File: src/rtl/spi_pkg.sv
// Shared register offsets, FSM state type and reset constants for the SPI master slot.
package spi_pkg;

    localparam logic [4:0] SPI_REG_STATUS = 5'd0;
    localparam logic [4:0] SPI_REG_SS     = 5'd1;
    localparam logic [4:0] SPI_REG_CTRL   = 5'd2;
    localparam logic [4:0] SPI_REG_TXDATA = 5'd3;

    localparam logic [15:0] SPI_DVSR_RST = 16'd49;

    typedef enum logic [1:0] {
        IDLE,
        CPHA_DLY,
        P0,
        P1
    } spi_state_t;

endpackage

File: src/rtl/spi_master.sv
// Single-byte, full-duplex, MSB-first SPI engine with programmable half-period,
// CPOL and CPHA. Mode settings are latched at start and held for the whole byte.
module spi_master
    import spi_pkg::*;
(
    input  logic        clk,
    input  logic        reset,
    input  logic        start,
    input  logic [7:0]  din,
    input  logic [15:0] dvsr,
    input  logic        cpol,
    input  logic        cpha,
    input  logic        miso,
    output logic [7:0]  dout,
    output logic        ready,
    output logic        sclk,
    output logic        mosi
);

    spi_state_t  state_q, state_d;
    logic [15:0] cnt_q, cnt_d;
    logic [2:0]  bit_q, bit_d;
    logic [7:0]  tx_q, tx_d;
    logic [7:0]  rx_q, rx_d;
    logic [7:0]  dout_q, dout_d;
    logic [15:0] dvsr_w_q, dvsr_w_d;
    logic        cpol_w_q, cpol_w_d;
    logic        cpha_w_q, cpha_w_d;
    logic        ready_q, ready_d;
    logic        half_done;

    assign half_done = (cnt_q == dvsr_w_q);

    always_comb begin
        state_d  = state_q;
        cnt_d    = cnt_q + 16'd1;
        bit_d    = bit_q;
        tx_d     = tx_q;
        rx_d     = rx_q;
        dout_d   = dout_q;
        dvsr_w_d = dvsr_w_q;
        cpol_w_d = cpol_w_q;
        cpha_w_d = cpha_w_q;
        case (state_q)
            IDLE: begin
                cnt_d = '0;
                if (start) begin
                    tx_d     = din;
                    dvsr_w_d = dvsr;
                    cpol_w_d = cpol;
                    cpha_w_d = cpha;
                    bit_d    = '0;
                    state_d  = cpha ? CPHA_DLY : P0;
                end
            end
            CPHA_DLY: begin
                if (half_done) begin
                    cnt_d   = '0;
                    state_d = P0;
                end
            end
            P0: begin
                if (half_done) begin
                    cnt_d   = '0;
                    rx_d    = {rx_q[6:0], miso};
                    state_d = P1;
                end
            end
            P1: begin
                if (half_done) begin
                    cnt_d = '0;
                    if (bit_q == 3'd7) begin
                        // rx_q already holds all eight samples at this point
                        dout_d  = rx_q;
                        state_d = IDLE;
                    end else begin
                        tx_d    = {tx_q[6:0], 1'b0};
                        bit_d   = bit_q + 3'd1;
                        state_d = P0;
                    end
                end
            end
            default: begin
                cnt_d   = '0;
                state_d = IDLE;
            end
        endcase
        ready_d = (state_d == IDLE);
    end

    always_ff @(posedge clk or posedge reset) begin
        if (reset) begin
            state_q  <= IDLE;
            cnt_q    <= '0;
            bit_q    <= '0;
            tx_q     <= '0;
            rx_q     <= '0;
            dout_q   <= '0;
            dvsr_w_q <= SPI_DVSR_RST;
            cpol_w_q <= 1'b0;
            cpha_w_q <= 1'b0;
            ready_q  <= 1'b1;
        end else begin
            state_q  <= state_d;
            cnt_q    <= cnt_d;
            bit_q    <= bit_d;
            tx_q     <= tx_d;
            rx_q     <= rx_d;
            dout_q   <= dout_d;
            dvsr_w_q <= dvsr_w_d;
            cpol_w_q <= cpol_w_d;
            cpha_w_q <= cpha_w_d;
            ready_q  <= ready_d;
        end
    end

    // Idle clock follows the live CPOL so a mode change is visible before the next byte.
    always_comb begin
        if (state_q == IDLE)
            sclk = cpol;
        else
            sclk = cpol_w_q ^ (cpha_w_q ? (state_q == P0) : (state_q == P1));
    end

    assign mosi  = (state_q != IDLE) & tx_q[7];
    assign dout  = dout_q;
    assign ready = ready_q;

endmodule

File: src/rtl/spi_core.sv
// SPI master I/O slot: register decode plus SS/CTRL registers around spi_master.
// Optional internal loopback of MOSI into the receive path: define SPI_LOOPBACK_EN.
module spi_core
    import spi_pkg::*;
#(
    parameter int SS_WIDTH = 1
) (
    input  logic                clk,
    input  logic                reset,
    input  logic                cs,
    input  logic                read,
    input  logic                write,
    input  logic [4:0]          addr,
    input  logic [31:0]         wr_data,
    output logic [31:0]         rd_data,
    output logic                spi_sclk,
    output logic                spi_mosi,
    input  logic                spi_miso,
    output logic [SS_WIDTH-1:0] spi_ss_n
);

    logic [SS_WIDTH-1:0] ss_q, ss_d;
    logic [15:0]         dvsr_q, dvsr_d;
    logic                cpol_q, cpol_d;
    logic                cpha_q, cpha_d;
    logic                wr_en;
    logic                start;
    logic                ready;
    logic [7:0]          rx_byte;
    logic                miso_int;
    logic                unused_sig;

    assign wr_en = cs & write;
    assign start = wr_en & (addr == SPI_REG_TXDATA) & ready;

    always_comb begin
        ss_d   = ss_q;
        dvsr_d = dvsr_q;
        cpol_d = cpol_q;
        cpha_d = cpha_q;
        if (wr_en) begin
            case (addr)
                SPI_REG_SS:   ss_d = wr_data[SS_WIDTH-1:0];
                SPI_REG_CTRL: begin
                    dvsr_d = wr_data[15:0];
                    cpol_d = wr_data[16];
                    cpha_d = wr_data[17];
                end
                default: ;
            endcase
        end
    end

    always_ff @(posedge clk or posedge reset) begin
        if (reset) begin
            ss_q   <= '1;
            dvsr_q <= SPI_DVSR_RST;
            cpol_q <= 1'b0;
            cpha_q <= 1'b0;
        end else begin
            ss_q   <= ss_d;
            dvsr_q <= dvsr_d;
            cpol_q <= cpol_d;
            cpha_q <= cpha_d;
        end
    end

`ifdef SPI_LOOPBACK_EN
    logic lpbk_q, lpbk_d;

    always_comb begin
        lpbk_d = lpbk_q;
        if (wr_en && addr == SPI_REG_CTRL)
            lpbk_d = wr_data[18];
    end

    always_ff @(posedge clk or posedge reset) begin
        if (reset)
            lpbk_q <= 1'b0;
        else
            lpbk_q <= lpbk_d;
    end

    assign miso_int = lpbk_q ? spi_mosi : spi_miso;
`else
    assign miso_int = spi_miso;
`endif

    spi_master u_master (
        .clk   (clk),
        .reset (reset),
        .start (start),
        .din   (wr_data[7:0]),
        .dvsr  (dvsr_q),
        .cpol  (cpol_q),
        .cpha  (cpha_q),
        .miso  (miso_int),
        .dout  (rx_byte),
        .ready (ready),
        .sclk  (spi_sclk),
        .mosi  (spi_mosi)
    );

    // Status is the only readable register, so the read strobe is not needed.
    assign rd_data    = {23'b0, ready, rx_byte};
    assign spi_ss_n   = ss_q;
    assign unused_sig = ^{read, wr_data};

endmodule

File: config.mk
export PLATFORM = sky130hd
export DESIGN_NAME = spi_core
export DESIGN_NICKNAME = d
export VERILOG_FILES = /design/src/rtl/spi_pkg.sv /design/src/rtl/spi_master.sv /design/src/rtl/spi_core.sv
export SDC_FILE = /design/constraint.sdc
export NUM_CORES = 1
export LEC_CHECK = 0
export ABC_AREA = 1
export CAP_MARGIN = 25
export CORE_MARGIN = 10
export CORE_UTILIZATION = 56
export CTS_BUF_LIST = sky130_fd_sc_hd__clkbuf_16
export CTS_CLUSTER_SIZE = 10
export DETAILED_ROUTE_END_ITERATION = 6
export GPL_TIMING_DRIVEN = 0
export PLACE_DENSITY = 0.81
export SLEW_MARGIN = 20
export SYNTH_ARGS = -nofsm -noshare
export SYNTH_HDL_FRONTEND = slang
export SYNTH_SLANG_ARGS = --single-unit
File: constraint.sdc
create_clock -name clk -period 8.6 [get_ports clk]
set_clock_uncertainty 0.1 [all_clocks]
set_input_delay 2.15 -clock clk [delete_from_list [all_inputs] [get_ports clk]]
set_output_delay 2.15 -clock clk [all_outputs]
set_load 0.01 [all_outputs]
==> results.sh <==
export IMPL_top_level_ports=78
export IMPL_clkSinkCount=83
export IMPL_crit_arrival_ps=1890
export IMPL_totalPowerFinal_uw=845.0
export IMPL_vdd_drop_max_mv=0.1355
export IMPL_ys_seq_elements=83
export IMPL_net_switching_power_uw=188.3
export IMPL_starting_utilization_of_the_core_area_pct=56.69
export IMPL_synth_sequential_area_ratio_pct=51.31
export IMPL_total_leakage_power_uw=0.002423
export IMPL_cts_hold_buffers_added=0
export IMPL_chipHeight_um=105.2
export IMPL_synth_edff_count=0
export IMPL_clk_insertion_delay_late_ps=330
export IMPL_timing_critical_path_from_type="register"
export IMPL_area_delta_synth_final_pct=22.79
export IMPL_synthDominantCellAreaShare_pct=46.14
export IMPL_p_per_area_nw_per_um2=169.2
export IMPL_gp_routability_congestion=0.8440
export IMPL_synth_async_reset_ratio_pct=100.0
export IMPL_first_global_vias=3312
export IMPL_cts_root_buf="clkbuf_16"
export IMPL_outcome="finished, final reports clean"
export IMPL_grt_overflow_total=0
export IMPL_dp_final_hpwl_um=6565
export IMPL_synthesis_area_per_instance_um2=8.563
export IMPL_pwr_share_clk_pct=45.5
export IMPL_max_freq_mhz=241.6
export IMPL_fillers=548
export IMPL_ys_warnings_count=0
export IMPL_worst_hold_path_num_cells=2
export IMPL_route_detailed_drc=0
export IMPL_post_synth_inst_count=475
export IMPL_timing_final_setup_violations=0
export IMPL_ys_dominant_reg_cell="dfrtp_1"
export IMPL_synth_cell_area_um2=4068
export IMPL_ctsHtreeMaxLevel=3
export IMPL_tritoncts_num_buffers=9
export IMPL_worst_hold_path_endpoint="u_master.tx_q[2]"
export IMPL_unrepaired_setup_endpoints_after_global_routing="false"
export IMPL_die_x_um=105.2
export IMPL_post_synth_num_cell_types=34
export IMPL_reg2reg_from="u_master.state_q[1]"
export IMPL_holdCritPathClass="register to register"
export IMPL_cts_tree="done"
export IMPL_crit_fanout=4
export IMPL_fp_dieArea_um2=11070
export IMPL_worst_max_slew_margin_expressed_relative_to_the_limit_pct=66.31
export IMPL_cts_resized=0
export IMPL_antenna_violating_nets_post_route=0
export IMPL_antenna_diode_count=0
export IMPL_end_kind="primary output"
export IMPL_netSwitchingFraction_pct=22.28
export IMPL_post_drt_via_cell_ratio=4.971
export IMPL_final_hold_violation_count=0
export IMPL_cts_max_path_buffers=2
export IMPL_synth_cells_most_frequent="nand2_1, dfrtp_1, inv_1, o21ai_0, nor2_1"
export IMPL_post_synth_main_area_contributors="dfrtp_1, nand2_1, inv_1"
export IMPL_antenna_found_initial=0
export IMPL_port_buffer_count=39
export IMPL_drt_pre_antenna_iters=4
export IMPL_seqPwrFrac_pct=48.5
export IMPL_hold_path_startpoint="u_master.tx_q[2]"
export IMPL_post_cts_setup_buffer_count=0
export IMPL_clkTransAtPathRegs_ps=60
export IMPL_worstPathRequired_ps=6350
export IMPL_cellInternalPower_uw=656.8
export IMPL_global_route_usage_total_pct=16.44
export IMPL_worstMarginPinSlew_ps=505.4
export IMPL_timing_reg2reg_worst_path_depth=8
export IMPL_placeableCoreArea_um2=7176
export IMPL_rrSetupSlack_ps=6700
export IMPL_reg2reg_to="u_master.dvsr_w_q[3]"
export IMPL_max_cap_viol_count=0
export IMPL_routed_wl_um=9007
export IMPL_grt_start_max_net_pins=58
export IMPL_share_of_final_layout_standard_cells_stronger_than_drive_strength_1_pct=17.54
export IMPL_final_period_minus_worst_setup_slack_ps=4139
export IMPL_path_class="register to primary output"
export IMPL_fin_tns_setup_ps=0
export IMPL_fin_crit_sh_pct=48.12
export IMPL_synth_area_leader_cell="dfrtp_1"
export IMPL_core_rows=31
export IMPL_dr_first_iter_drc_count=151
export IMPL_most_common_cell_in_the_synthesized_netlist="nand2_1"
export IMPL_power_frac_comb_pct=6.0
export IMPL_post_drt_wl_per_cell_um=13.81
export IMPL_layout_nets=594
export IMPL_grt_first_pass_wirelength_um=15210
export IMPL_via_count=3241
export IMPL_timing_max_transition_violations_final=0
-- layer usage --
metal	GRT usage (%)	wire, um
met4	5.098	114
met2	29.24	4682
met1	18.76	3674
met3	4.446	536
met5	0	0
-- cell usage in the layout (no fill, tap or decap), types with 2 or more instances in the layout --
master           instances
nor3b_1                  3
xnor2_1                  2
dfrtp_1                 75
inv_1                   61
nor3_1                   9
nand2_1                129
buf_4                   25
mux2_2                   5
nor2_1                  36
clkbuf_1                 6
nand3_1                  6
clkbuf_16                9
inv_6                    2
nor3_2                   2
xor2_1                   5
nor2_4                   2
o21ai_2                 19
clkinvlp_4               2
a21oi_1                 13
clkdlybuf4s50_1         39
dfstp_2                  8
inv_2                    4
o21ai_0                 41
ha_1                     3
buf_6                    4
conb_1                  23
nand2_2                  3
or2_2                    2
-- stage by stage --
step,instance area (um2),worst slack [ps],std cells,hold WS [ps],util [%]
4_1_cts,4995,4457,652,378.8,69.61
5_1_grt,4995,4373,652,387.0,69.61
6_report,4995,4461,652,377.3,69.61
3_5_place_dp,4695,4450,636,363.3,65.42
3_3_place_gp,4664,3002,635,358.7,65.00
2_1_floorplan,4150,4226,497,342.2,-
-- how the worst max path moves through the flow --
stage / startpoint / end / slack (ps)
finish: u_master.state_q[1] / spi_sclk / 4460
detailed placement: addr[3] / u_master.dvsr_w_q[7] / 4450
CTS: u_master.state_q[1] / spi_sclk / 4460
floorplan: reset / cpha_q / 4230
global route: u_master.state_q[1] / spi_sclk / 4370
global placement: reset / u_master.tx_q[2] / 3000
-- kinds of logic (layout without fill, tap and decap cells) --
logic type	after synthesis	in the layout	synth area share, %
simple gates	198	198	21.01
buf+inv	102	158	12.49
flops	83	83	51.31
compound gates	76	76	11.29
xor+xnor	7	7	1.507
mux	5	5	1.384
fa+ha+maj	3	3	0.9229
other cells	1	23	0.09219
-- worst max-delay path, stage by stage (launching register included) --
cell and delay, ps:
dfrtp_1 420, inv_1 130, nand2_1 150, o221ai_1 260
clkdlybuf4s50_1 590
-- registers in the layout (all words and copies together) (netlist names) --
signal	cells
u_master.rx_q	8
u_master.ready	1
u_master.bit_q	3
u_master.dout	8
u_master.dvsr_w_q	16
cpol_q	1
cpha_q	1
u_master.cpol_w_q	1
u_master.cnt_q	16
u_master.cpha_w_q	1
u_master.tx_q	8
dvsr_q	16
u_master.state_q	2
spi_ss_n	1
-- power groups by stage --
stage | Sequential (uW) | Combinational [uW] | Clock, uW
floorplan | 415 | 29.6 | 0
global placement | 416 | 47.8 | 0
detailed placement | 417 | 50.8 | 0
CTS | 410 | 51.0 | 394
global route | 411 | 57.5 | 407
finish | 410 | 50.9 | 384
-- area by class of cell --
cell class / count / area (um2) / share of cell area (%)
plain buffers: 36 / 260.3 / 5.210
clock buffers: 9 / 225.2 / 4.509
clock inverters: 7 / 75.07 / 1.503
inverters: 66 / 250.2 / 5.010
multi-input cells: 312 / 1555 / 31.14
flip-flops and latches: 83 / 2087 / 41.78
well taps: 99 / 123.9 / 2.480
repair buffers: 40 / 417.9 / 8.367
Power figures use the tool's default switching activity.
